==> config.mk <==
export PLATFORM = sky130hd
export DESIGN_NAME = dac_spi_tx
export DESIGN_NICKNAME = d
export VERILOG_FILES = /design/src/rtl/dac_spi_tx.sv
export SDC_FILE = /design/constraint.sdc
export NUM_CORES = 1
export LEC_CHECK = 0
export CAP_MARGIN = 20
export CORE_MARGIN = 8
export CORE_UTILIZATION = 50
export CTS_CLUSTER_SIZE = 10
export DETAILED_ROUTE_END_ITERATION = 7
export PLACE_DENSITY = 0.74
export REMOVE_ABC_BUFFERS = 1
export SKIP_CTS_REPAIR_TIMING = 1
export SLEW_MARGIN = 20
export SYNTH_ARGS = -nofsm -noshare
export SYNTH_HDL_FRONTEND = slang
export SYNTH_SLANG_ARGS = --single-unit
==> constraint.sdc <==
create_clock -name clk -period 2.27 [get_ports clk]
set_input_delay 0.454 -clock clk [delete_from_list [all_inputs] [get_ports clk]]
set_output_delay 0.454 -clock clk [all_outputs]
set_load 0.05 [all_outputs]
==> src/rtl/dac_spi_tx.sv <==
// dac_spi_tx: pops one sample per frame from an upstream FIFO and shifts it out MSB-first over SPI mode 0.
// Ports:
//   clk               rising-edge clock
//   reset             asynchronous active-high reset
//   enable            permits new frames to start (sampled only while idle)
//   fifo_dout         registered FIFO sample, valid the cycle after a pop
//   fifo_is_empty     upstream FIFO empty flag
//   fifo_read_request one-cycle pop strobe
//   dac_sclk          serial clock, idle low
//   dac_sdata         serial data, MSB first
//   dac_cs_n          active-low frame select
//   busy              high whenever a frame is in progress
//   frames_sent       wrapping count of completed frames
module dac_spi_tx #(
    parameter int WIDTH  = 8,
    parameter int CLKDIV = 4
) (
    input  logic             clk,
    input  logic             reset,
    input  logic             enable,
    input  logic [WIDTH-1:0] fifo_dout,
    input  logic             fifo_is_empty,
    output logic             fifo_read_request,
    output logic             dac_sclk,
    output logic             dac_sdata,
    output logic             dac_cs_n,
    output logic             busy,
    output logic [15:0]      frames_sent
);
    typedef enum logic [2:0] {IDLE, REQ, LOAD, SHIFT, GAP} state_t;
    state_t           state_q;
    logic [7:0]       div_q;
    logic [4:0]       bit_q;
    logic [WIDTH-1:0] sh_q;
    logic [WIDTH-1:0] sh_d;
    logic             div_end;
    assign sh_d    = sh_q << 1;
    assign div_end = (div_q == 8'(CLKDIV - 1));
    always_ff @(posedge clk or posedge reset) begin
        if (reset) begin
            state_q           <= IDLE;
            div_q             <= 8'd0;
            bit_q             <= 5'd0;
            sh_q              <= '0;
            fifo_read_request <= 1'b0;
            dac_sclk          <= 1'b0;
            dac_sdata         <= 1'b0;
            dac_cs_n          <= 1'b1;
            busy              <= 1'b0;
            frames_sent       <= 16'd0;
        end else begin
            case (state_q)
                IDLE: if (enable && !fifo_is_empty) begin
                    state_q           <= REQ;
                    fifo_read_request <= 1'b1;
                    busy              <= 1'b1;
                end
                REQ: begin
                    state_q           <= LOAD;
                    fifo_read_request <= 1'b0;
                end
                LOAD: begin
                    sh_q      <= fifo_dout;
                    dac_sdata <= fifo_dout[WIDTH-1];
                    dac_cs_n  <= 1'b0;
                    div_q     <= 8'd0;
                    bit_q     <= 5'd0;
                    state_q   <= SHIFT;
                end
                SHIFT: begin
                    div_q <= div_end ? 8'd0 : div_q + 8'd1;
                    if (div_end) begin
                        dac_sclk <= !dac_sclk;
                        // sclk currently high means this half-period ends in a falling edge
                        if (dac_sclk) begin
                            if (bit_q == 5'(WIDTH - 1)) begin
                                dac_cs_n    <= 1'b1;
                                dac_sdata   <= 1'b0;
                                frames_sent <= frames_sent + 16'd1;
                                state_q     <= GAP;
                            end else begin
                                bit_q     <= bit_q + 5'd1;
                                sh_q      <= sh_d;
                                dac_sdata <= sh_d[WIDTH-1];
                            end
                        end
                    end
                end
                GAP: begin
                    div_q <= div_end ? 8'd0 : div_q + 8'd1;
                    if (div_end) begin
                        state_q <= IDLE;
                        busy    <= 1'b0;
                    end
                end
                default: begin
                    state_q           <= IDLE;
                    fifo_read_request <= 1'b0;
                    dac_sclk          <= 1'b0;
                    dac_sdata         <= 1'b0;
                    dac_cs_n          <= 1'b1;
                    busy              <= 1'b0;
                end
            endcase
        end
    end
endmodule

# Word level (Yosys, flattened, before mapping)
# Cells that the tools add are included.
word_totals:
  register_bits: 44
  in_bits: 12
  out_inout_bits: 21
op_classes:
  n_reduce_logical: 19
  n_mux: 30
  n_eq_ne: 12
  bitwise_logic: 4
  addsub: 3
op_table:
  columns: ["op", "count"]
  rows:
  - ["2-to-1 mux 7 bit", 3]
  - ["adder 16 x 1 -> 16 bit, second input constant", 1]
  - ["case mux 8 bit (2 select lines)", 1]
  - ["2-to-1 mux 3 bit", 5]
  - ["2-to-1 mux 5 bit", 3]
  - ["case mux 3 bit (5 select lines)", 1]
  - ["case mux 7 bit (2 select lines)", 1]
  - ["!= test 2 bit, second input constant", 6]
  - ["AND reduction 4 bit", 3]
  - ["case mux 5 bit (2 select lines)", 1]
  - ["2-to-1 mux 1 bit", 9]
  - ["case mux 1 bit (3 select lines)", 3]
  - ["OR reduction 3 bit", 3]
  - ["adder 8 x 1 -> 8 bit, second input constant", 1]
  - ["== test 8 x 2 -> 1 bit, second input constant", 1]
  - ["2-to-1 mux 8 bit", 1]
  - ["== test 3 x 2 -> 1 bit, second input constant", 2]
  - ["AND reduction 3 bit", 2]
  - ["adder 5 x 1 -> 5 bit, second input constant", 1]
  - ["== test 5 x 3 -> 1 bit, second input constant", 1]
  - ["AND reduction 5 bit", 1]
  - ["NOT 1 bit", 4]
  - ["case mux 1 bit (2 select lines)", 2]
  - ["AND reduction 2 bit", 2]
  - ["other kinds (8)", 10]

# Logic depth before layout (Yosys ltp)
logic_depth:
  ltp_word: 5
  ltp_mapped: 6
  ltp_nobuf: 5

# Worst setup path after synthesis
# OpenSTA, ideal clock, no wires.
synth_path:
  path_type: "register to register"
  from: "register div_q[0]"
  to: "register frames_sent[1]"
  stages_incl_launch_ff: 6
  path_buffers: 0
  synth_period_minus_slack_ps: 1834
  setup_ps: 125
  slack_ps: 436
  arrival_ps: 1710
  path_cell_list: "dfrtp_1 > ha_1 > nor4b_4 > nand4_2 > nor2_1 > mux2_2"
synth_between:
  elab_chain_len: 2
synth_rtl:
  columns: ["item", "line_no", "source"]
  rows:
  - ["from (decl)", "32", "logic [7:0] div_q;"]
  - ["from (signal assigned)", "71", "div_q <= div_end ? 8'd0 : div_q + 8'd1;"]
  - ["from (signal assigned)", "90", "div_q <= div_end ? 8'd0 : div_q + 8'd1;"]
  - ["== test 8 x 2 -> 1 bit", "38", "assign div_end = (div_q == 8'(CLKDIV - 1));"]
  - ["AND reduction 4 bit (no line)", null, null]
  - ["to (signal assigned)", "79", "frames_sent <= frames_sent + 16'd1;"]
  - ["to (decl)", "28", "output logic [15:0] frames_sent"]
# Every way passes these cells.
# A chain may end at the register's enable or synchronous reset.

# Worst setup path after layout
layout_path:
  from: "register dac_cs_n"
  to: "output port dac_cs_n"
layout_lines:
  columns: ["item", "line_no", "source"]
  rows:
  - ["from (decl)", "26", "output logic dac_cs_n,"]
  - ["from (signal assigned)", "48", "dac_cs_n <= 1'b1;"]
  - ["from (signal assigned)", "65", "dac_cs_n <= 1'b0;"]
  - ["from (signal assigned)", "77", "dac_cs_n <= 1'b1;"]
# No word-level cell between the ends.

==> results.ini <==
[critical_path]
worst_path_largest_cell_delay_ns = 0.80
worstSetupPathType = reg2out
critical-path-top-delay-family = buffers and inverters
crit_chain = clkdlybuf4s50_1
r2r_slack_ns = 0.23
r2r_cells = 5
end_kind = output port
slowest_stage = clkdlybuf4s50_1
r2r-end = frames_sent[1]
cp_max_fo = 3
arrival_ns = 1.64
required_ns = 1.82
r2r-start = div_q[0]
crit_buf_inv = 1
startpoint_type = flop

[sta]
period_share = 0.9225
hold_viol = 0
final_max_slew_viol_count = 0
slew_headroom = 0.6048
setup_viol = 0
finClkSkew_ns = 0.01387
rsz0062_at_grt = false
max_freq_mhz = 477.5
min_period_ns = 2.094
fin_tns_setup_ns = 0
tightest_slew_ns = 0.5928

[placement]
globalplace.congestion = 0.8320
dp.final_hpwl_mm = 3.362
port-buffer-count = 32

[global_routing]
met2_usage = 0.2320
grt_use_total = 0.1436
grt_pass1_wl_mm = 8.480
grt_max_degree = 45
overflow = 0
grt_use_met3 = 0.03516
antenna_found_initial = 0
grt_use_met1 = 0.1772
grt_most_used_layer = met2
grt_pass1_vias = 1830

[synthesis]
synth-seq-cells = 44
synth_top_family_by_area = simple AND/OR/NAND/NOR gates
synth.mux.area_fraction = 0.08791
synth_cells = 206
synth.cell_area_mm2 = 0.002277
synth_simple_gate_area_share = 0.2016
synth_compound_area_frac = 0.1110
avgSynthCellArea_um2 = 11.05
yosysSeqAreaShare = 0.4841
synth_area_leaders = dfrtp_1 (47%), mux2_2 (5.4%), xor2_1 (3.8%)
synth_warnings = 0
synth_top_cell_by_area = dfrtp_1
ys_types = 54
yosys.area.top_type_share = 0.4725
yosysMostFrequentCell = dfrtp_1
synthArstFlopShare = 1.000
synthAdderAreaFrac = 0.01648
synthXorXnorAreaFrac = 0.06923
synth_ff_type = dfrtp_1
synth.top_cells.by_count = dfrtp_1 (43), nand2_1 (13), nand3_1 (13)
synth_edf_count = 0

[worst_hold_path]
worstHoldStart = frames_sent[15]
min_to = frames_sent[15]
holdCritPathClass = reg2reg
whs_path_depth = 1

[floorplan]
rows = 24
die_w_um = 83.49
dieHeight_um = 83.49
dieArea_mm2 = 0.006970
core_area_mm2 = 0.004384
start_util = 0.5194
pin_count = 33

[clocking]
clkSinkCount = 44
insertion_delay_ns = 0.30
path_clk_slew_ns = 0.09
cts_made_buffers = 5
cts_buffer_depth = 2
cts_tree = yes
h-tree-depth = 2
cts-root-buf = clkbuf_8

[job]
drv_cap = 0

[power_and_ir_drop]
power_density_mw_per_mm2 = 473.7
leakage_nw = 1.277
ir_drop_mv = 0.3283

[final_layout]
num-fill-cells = 375
area_delta_synth_final_pct = 20.88
antennaDiodeCount = 0
finalCoreUtilization = 0.6279
layout-drive-gt1-share = 0.1523
nets = 257

[route]
vias_per_cell = 5.715
drc = 0
firstDrtPassIters = 4
ant_nets = 0
vias = 1686
first_iter_violations = 109
wirelength_mm = 4.647
routedWlPerCell_um = 15.75

[status]
outcome = finished clean

==> placed cells by master, fill, tap and decap left out, types with 2 or more instances in the layout <==
cell	synthesis	final
mux2_1	5	5
and2_1	4	4
xnor2_1	8	8
ha_1	3	3
buf_4	0	5
o21ai_0	7	7
nor4_1	4	4
nor3_1	6	6
mux2_2	11	11
a22o_1	4	4
inv_1	4	3
and3_1	7	7
nand4_1	6	6
dfrtp_1	43	43
clkdlybuf4s50_1	0	32
nand3_1	13	13
nor2_1	8	8
xor2_1	10	10
clkbuf_8	0	5
nand2_1	13	13
mux2i_1	2	2
a21oi_1	7	7
==> cell type report <==
| class | instances | area (µm²) | share of cell area |
|---|---|---|---|
| repair buffers | 38 | 377.9 | 0.1373 |
| flip-flops and latches | 44 | 1102 | 0.4005 |
| inverters | 4 | 15.01 | 0.005455 |
| multi-input cells | 149 | 1107 | 0.4023 |
| clock buffers | 6 | 72.57 | 0.02636 |
| well taps | 52 | 65.06 | 0.02364 |
| clock inverters | 2 | 12.51 | 0.004545 |
==> layer usage <==
metal / part of all wire / vias to the layer above / wire length [µm]
li1: - / 825 / -
met1: 0.46 / 810 / 2153
met2: 0.47 / 42 / 2163
met3: 0.053 / 9 / 246
met4: 0.018 / 0 / 84
met5: 0 / - / 0
==> registers in the layout, indices dropped and copies added, names as in the netlist <==
name / cells
frames_sent: 16
bit_q: 5
dac_cs_n: 1
sh_q: 7
busy: 1
fifo_read_request: 1
state_q: 3
div_q: 8
dac_sclk: 1
dac_sdata: 1
==> worst max-delay path by stage <==
| stage | startpoint | to | slack (ns) | cells past startpoint |
|---|---|---|---|---|
| after global placement | div_q[0] | frames_sent[1] | 0.30 | 5 |
| after global routing | div_q[0] | frames_sent[1] | 0.02 | 5 |
| final | dac_cs_n | dac_cs_n | 0.18 | 1 |
| after floorplan | div_q[0] | frames_sent[1] | 0.44 | 5 |
| after CTS | dac_cs_n | dac_cs_n | 0.16 | 1 |
| after detailed placement | div_q[0] | frames_sent[1] | 0.21 | 5 |
==> kinds of logic (layout without fill, tap and decap cells) <==
logic type | after synthesis | in the layout
and+or+nand+nor | 76 | 76
DFF | 44 | 44
AOI/OAI and AO/OA | 34 | 34
xor gates and xnor gates | 18 | 18
muxes | 18 | 18
buffers and inverters | 13 | 50
adders and majority gates | 3 | 3
==> power breakdown <==
group          total (mW)  switching, mW  internal [mW]
clock               0.473          0.258          0.215
combinational      0.0443         0.0211         0.0232
sequential          0.786        0.00111          0.785
==> metrics by stage <==
stage	power (mW)	cell area [µm²]	cells	hold WS, ns	setup WS, ns
2_1_floorplan	0.8179	2225	197	0.4585	0.4358
3_3_place_gp	0.8470	2668	287	0.4575	0.3048
3_5_place_dp	0.8480	2668	287	0.4646	0.2070
4_1_cts	1.318	2753	295	0.4818	0.1633
5_1_grt	1.347	2753	295	0.5132	0.01905
6_report	1.304	2753	295	0.4772	0.1759
Power figures use the tool's default switching activity.
